===== config.mk =====
export PLATFORM = sky130hd
export DESIGN_NAME = serial_sub_ctrl
export DESIGN_NICKNAME = d
export VERILOG_FILES = /design/src/rtl/serial_sub_ctrl.sv
export SDC_FILE = /design/constraint.sdc
export NUM_CORES = 1
export LEC_CHECK = 0
export ABC_AREA = 1
export CELL_PAD_IN_SITES_DETAIL_PLACEMENT = 1
export CELL_PAD_IN_SITES_GLOBAL_PLACEMENT = 1
export CORE_ASPECT_RATIO = 1.2
export CORE_MARGIN = 2
export CORE_UTILIZATION = 38
export CTS_CLUSTER_DIAMETER = 40
export DETAILED_ROUTE_END_ITERATION = 6
export GPL_TIMING_DRIVEN = 0
export HOLD_SLACK_MARGIN = 0.06
export PLACE_DENSITY_LB_ADDON = 0.1
export SLEW_MARGIN = 20
export SYNTH_ARGS = -nofsm -noshare
export SYNTH_HDL_FRONTEND = slang
export SYNTH_SLANG_ARGS = --single-unit

===== constraint.sdc =====
create_clock -name clk -period 3.9 [get_ports clk]
set_input_delay 0.975 -clock clk [delete_from_list [all_inputs] [get_ports clk]]
set_output_delay 0.975 -clock clk [all_outputs]
set_load 0.005 [all_outputs]

===== src/rtl/serial_sub_ctrl.sv =====
// Bit-serial A-B-Bin controller driving one external full subtractor, LSB first.
// Optional zero/ovf result flags are enabled by defining SERIAL_SUB_FLAGS_EN.
module serial_sub_ctrl #(
  parameter int WIDTH = 8
) (
  input  logic             clk,
  input  logic             rst_n,
  input  logic             start,
  input  logic [WIDTH-1:0] a,
  input  logic [WIDTH-1:0] b,
  input  logic             bin,
  output logic             fs_a,
  output logic             fs_b,
  output logic             fs_bin,
  input  logic             fs_d,
  input  logic             fs_bout,
  output logic             busy,
  output logic             done,
  output logic [WIDTH-1:0] diff,
  output logic             bout
`ifdef SERIAL_SUB_FLAGS_EN
  ,
  output logic             zero,
  output logic             ovf
`endif
);

  localparam int CW = (WIDTH > 1) ? $clog2(WIDTH) : 1;

  localparam logic [1:0] ST_IDLE = 2'd0;
  localparam logic [1:0] ST_RUN  = 2'd1;
  localparam logic [1:0] ST_DONE = 2'd2;

  logic [1:0]       state;
  logic [CW-1:0]    count;
  logic [WIDTH-1:0] a_sh;
  logic [WIDTH-1:0] b_sh;
  logic [WIDTH-1:0] res_sh;
  logic             borrow;
  logic             in_run;
  logic             last_bit;
  logic [WIDTH-1:0] result_next;

`ifdef SERIAL_SUB_FLAGS_EN
  // Operand sign bits are captured at load because the shift regs lose them.
  logic a_msb;
  logic b_msb;
`endif

  assign in_run      = (state == ST_RUN);
  assign last_bit    = (count == CW'(WIDTH - 1));
  assign result_next = {fs_d, res_sh[WIDTH-1:1]};

  assign fs_a   = in_run & a_sh[0];
  assign fs_b   = in_run & b_sh[0];
  assign fs_bin = in_run & borrow;
  assign busy   = in_run;
  assign done   = (state == ST_DONE);

  always_ff @(posedge clk) begin
    if (!rst_n) begin
      state  <= ST_IDLE;
      count  <= '0;
      a_sh   <= '0;
      b_sh   <= '0;
      res_sh <= '0;
      borrow <= 1'b0;
      diff   <= '0;
      bout   <= 1'b0;
`ifdef SERIAL_SUB_FLAGS_EN
      a_msb  <= 1'b0;
      b_msb  <= 1'b0;
      zero   <= 1'b0;
      ovf    <= 1'b0;
`endif
    end else begin
      case (state)
        ST_IDLE, ST_DONE: begin
          if (start) begin
            a_sh   <= a;
            b_sh   <= b;
            borrow <= bin;
            count  <= '0;
`ifdef SERIAL_SUB_FLAGS_EN
            a_msb  <= a[WIDTH-1];
            b_msb  <= b[WIDTH-1];
`endif
            state  <= ST_RUN;
          end else begin
            state  <= ST_IDLE;
          end
        end
        ST_RUN: begin
          res_sh <= result_next;
          borrow <= fs_bout;
          a_sh   <= a_sh >> 1;
          b_sh   <= b_sh >> 1;
          count  <= count + 1'b1;
          if (last_bit) begin
            diff  <= result_next;
            bout  <= fs_bout;
`ifdef SERIAL_SUB_FLAGS_EN
            zero  <= (result_next == '0);
            ovf   <= (a_msb != b_msb) && (fs_d != a_msb);
`endif
            state <= ST_DONE;
          end
        end
        default: state <= ST_IDLE;
      endcase
    end
  end

endmodule


==> results.md <==
- Max_cap viols: 0
- Core Area: 4530 um2
- Post-Synth Simple-Gate Area: 34.4%
- Post-Synthesis Cells: 256
- CP Data Required Time: 2920 ps
- Die span in y: 78.7 um
- Asr flop ratio synth: 0%
- Synth unique cells: 17
- Die area: 5220 um2
- Post-layout min period: 2710 ps
- Crit Path Max Fanout: 10
- Overall Global Routing Usage: 19.3%
- Worst Hold End: diff[5]$_SDFFE_PN0P_
- Hold Path Cell Cnt: 2
- Setup Skew: 7.82 ps
- Area of the multi-input gates: 743 um2
- Initial antenna violation count: 0
- Compound-Gate Fraction of Synth Area: 6.23%
- Hold_buf cts: 0
- Htree depth: 2
- R2R depth: 6
- Least-Margin Pin Slew: 438 ps
- Drt drc: 0
- Area leader, netlist: dfxtp_1
- Average cell area after synthesis: 6.91 um2
- Mapped cell area: 1770 um2
- Worst r2r dst: diff[2]$_SDFFE_PN0P_
- Setup_tns: 0 ps
- DRT Pass-1 Iters: 4
- CTS Buf Count: 5
- Cts repair resizes: 0
- Clock latency on the worst-skew pair: 290 ps
- Main synth FF type: dfxtp_1
- Worst setup startpoint: state[1]$_SDFFE_PN0P_
- Pleak: 1.04 nW
- Filler instances: 618
- Min-delay worst type: reg2reg
- Unrepaired setup endpoints after global routing: no
- First-pass GRT wire length: 7.74 mm
- Adder and majority cell fraction of the synthesized area: 1.42%
- Largest family of logic cells by synthesized area: simple AND/OR/NAND/NOR gates
- Synth Net Count: 280
- Power, Total: 0.862 mW
- Register area share after synthesis: 43.0%
- VDD IR-drop max: 191 uV
- Reg-to-reg slack, setup: 2350 ps
- Final Hold Fails: 0
- Wire per inst: 12.7 um
- CP Class: reg2out
- Worst flop-to-flop path startpoint: count[0]$_SDFFE_PN0P_
- Reg area: 761 um2
- # diodes: 0
- Global route overflow: 0
- Vias per cell: 4.85
- Final ANT Viol Nets: 0
- Maximum clock path buffer count: 2
- Postcts setup bufs: 0
- Post-Route WL: 4.51 mm
- Share of cells above drive strength 1: 8.39%
- Portion of netlist area occupied by mux cells: 0%
- Startpoint types: flop
- Port Buf Inserts: 34
- Die Wd: 66.3 um
- Synthesized flop and latch total: 38
- Maximum achievable frequency: 0.370 GHz
- Top post-synthesis cells by count: 46 x nand2_1, 44 x nand3_1, 38 x dfxtp_1
- Initial Utilization: 39.1%
- Number of global-route vias before repair: 1,730
- Root cell of the clock tree: clkbuf_8
- Xor and xnor area share after synthesis: 0%
- Largest cells by area after synthesis: dfxtp_1 43%, nand3_1 12%, nand2_1 9.8%, inv_1 7.6%, nor2_1 6.6%
- Slew Limit Fails: 0
- Crit path DAT: 1730 ps
- Synth warnings: 0
- Hold_sp: res_sh[6]$_SDFFE_PN0P_
- Number of synthesized flops with an enable pin: 0
- Top cell type's share of synthesized area: 43.0%
- Final setup fails: 0
- Relative slew slack: 70.8%
- I/O pin total: 36
- Pin count of the biggest net entering global routing: 12
- 1st-iter DRT viols: 50
- Final #Nets: 321
- HPWL Detailed: 3.25 mm
- CTS Sinks: 38
- Synthesis-to-finish area growth: 28.5%
- Post-route clock period utilization: 69.4%
- Clock-pin slew on the worst setup and hold paths: 80 ps
- Row count: 27
- GPL Wtd Cong: 0.749
- Dominant cell by count in the synthesized netlist: nand2_1
- Pwr per Cell Area: 379 nW/um2
- CP Capture Type: primary output
- Run status: finished clean
- Vias: 1,727
- CTS tree: done
how the worst max path moves through the flow:
stage | end | slack (ps) | cells past startpoint
final | fs_bin | 1190 | 5
after global routing | fs_bin | 1100 | 5
after CTS | fs_bin | 1160 | 5
after detailed placement | fs_bin | 1470 | 5
after global placement | fs_bin | 1510 | 5
after floorplan | fs_a | 2140 | 4
metrics by stage:
| stage | instances | area (um2) | util, % | setup slack (ps) | hold slack, ps |
|---|---|---|---|---|---|
| 2_1_floorplan | 256 | 1770 | - | 2140 | 429 |
| 3_3_place_gp | 348 | 2180 | 48.2 | 1510 | 453 |
| 3_5_place_dp | 348 | 2180 | 48.2 | 1470 | 459 |
| 4_1_cts | 356 | 2270 | 50.2 | 1160 | 472 |
| 5_1_grt | 356 | 2270 | 50.2 | 1100 | 497 |
| 6_report | 356 | 2270 | 50.2 | 1190 | 464 |
placed cells by master, fill, tap and decap left out, drive strengths merged:
cell type / Yosys / routed
nor3: 15 / 15
inv: 38 / 38
a21oi: 12 / 12
buf: 13 / 13
o21ai: 10 / 10
clkbuf: 3 / 10
clkdlybuf4s50: 0 / 34
nand3: 44 / 44
clkinv: 1 / 2
nand2: 48 / 48
ha: 2 / 2
dfxtp: 38 / 38
nor2: 32 / 32
power breakdown:
group          total, mW  internal [mW]  switching, mW
logic              0.158         0.0709         0.0870
registers          0.426          0.415         0.0111
clock network      0.278          0.143          0.135
total              0.862          0.628          0.233
state kept, by name, indices dropped and copies added, names as in the netlist:
register / count
b_sh: 8
count: 3
bout: 1
diff: 8
borrow: 1
state: 2
res_sh: 7
a_sh: 8
worst max-delay path, stage by stage (launching register included):
cell,delay (ps)
dfxtp_1,350
inv_2,140
nand2_1,120
buf_4,200
nor2_1,120
clkdlybuf4s50_1,510
cell families (layout without fill, tap and decap cells):
logic type,Yosys count,after routing
fa+ha+maj,2,2
compound gates,22,22
buf+inv,55,97
flops,38,38
simple gates,139,139
per-layer routing:
| metal | global-route usage, % | vias to the layer above | wire length (um) |
|---|---|---|---|
| li1 | - | 886 | - |
| met1 | 21.6 | 809 | 1910 |
| met2 | 35.4 | 25 | 2350 |
| met3 | 3.97 | 7 | 181 |
| met4 | 6.73 | 0 | 72 |
| met5 | 0 | - | 0 |
layout make-up:
type | instances | area share, %
plain buffers | 16 | 5.18
clock buffers | 7 | 3.80
clock inverters | 1 | 0.220
inverters | 39 | 6.44
multi-input cells | 163 | 32.7
flip-flops and latches | 38 | 33.5
well taps | 58 | 3.19
repair buffers | 34 | 15.0
(Power assumes the default switching activity.)
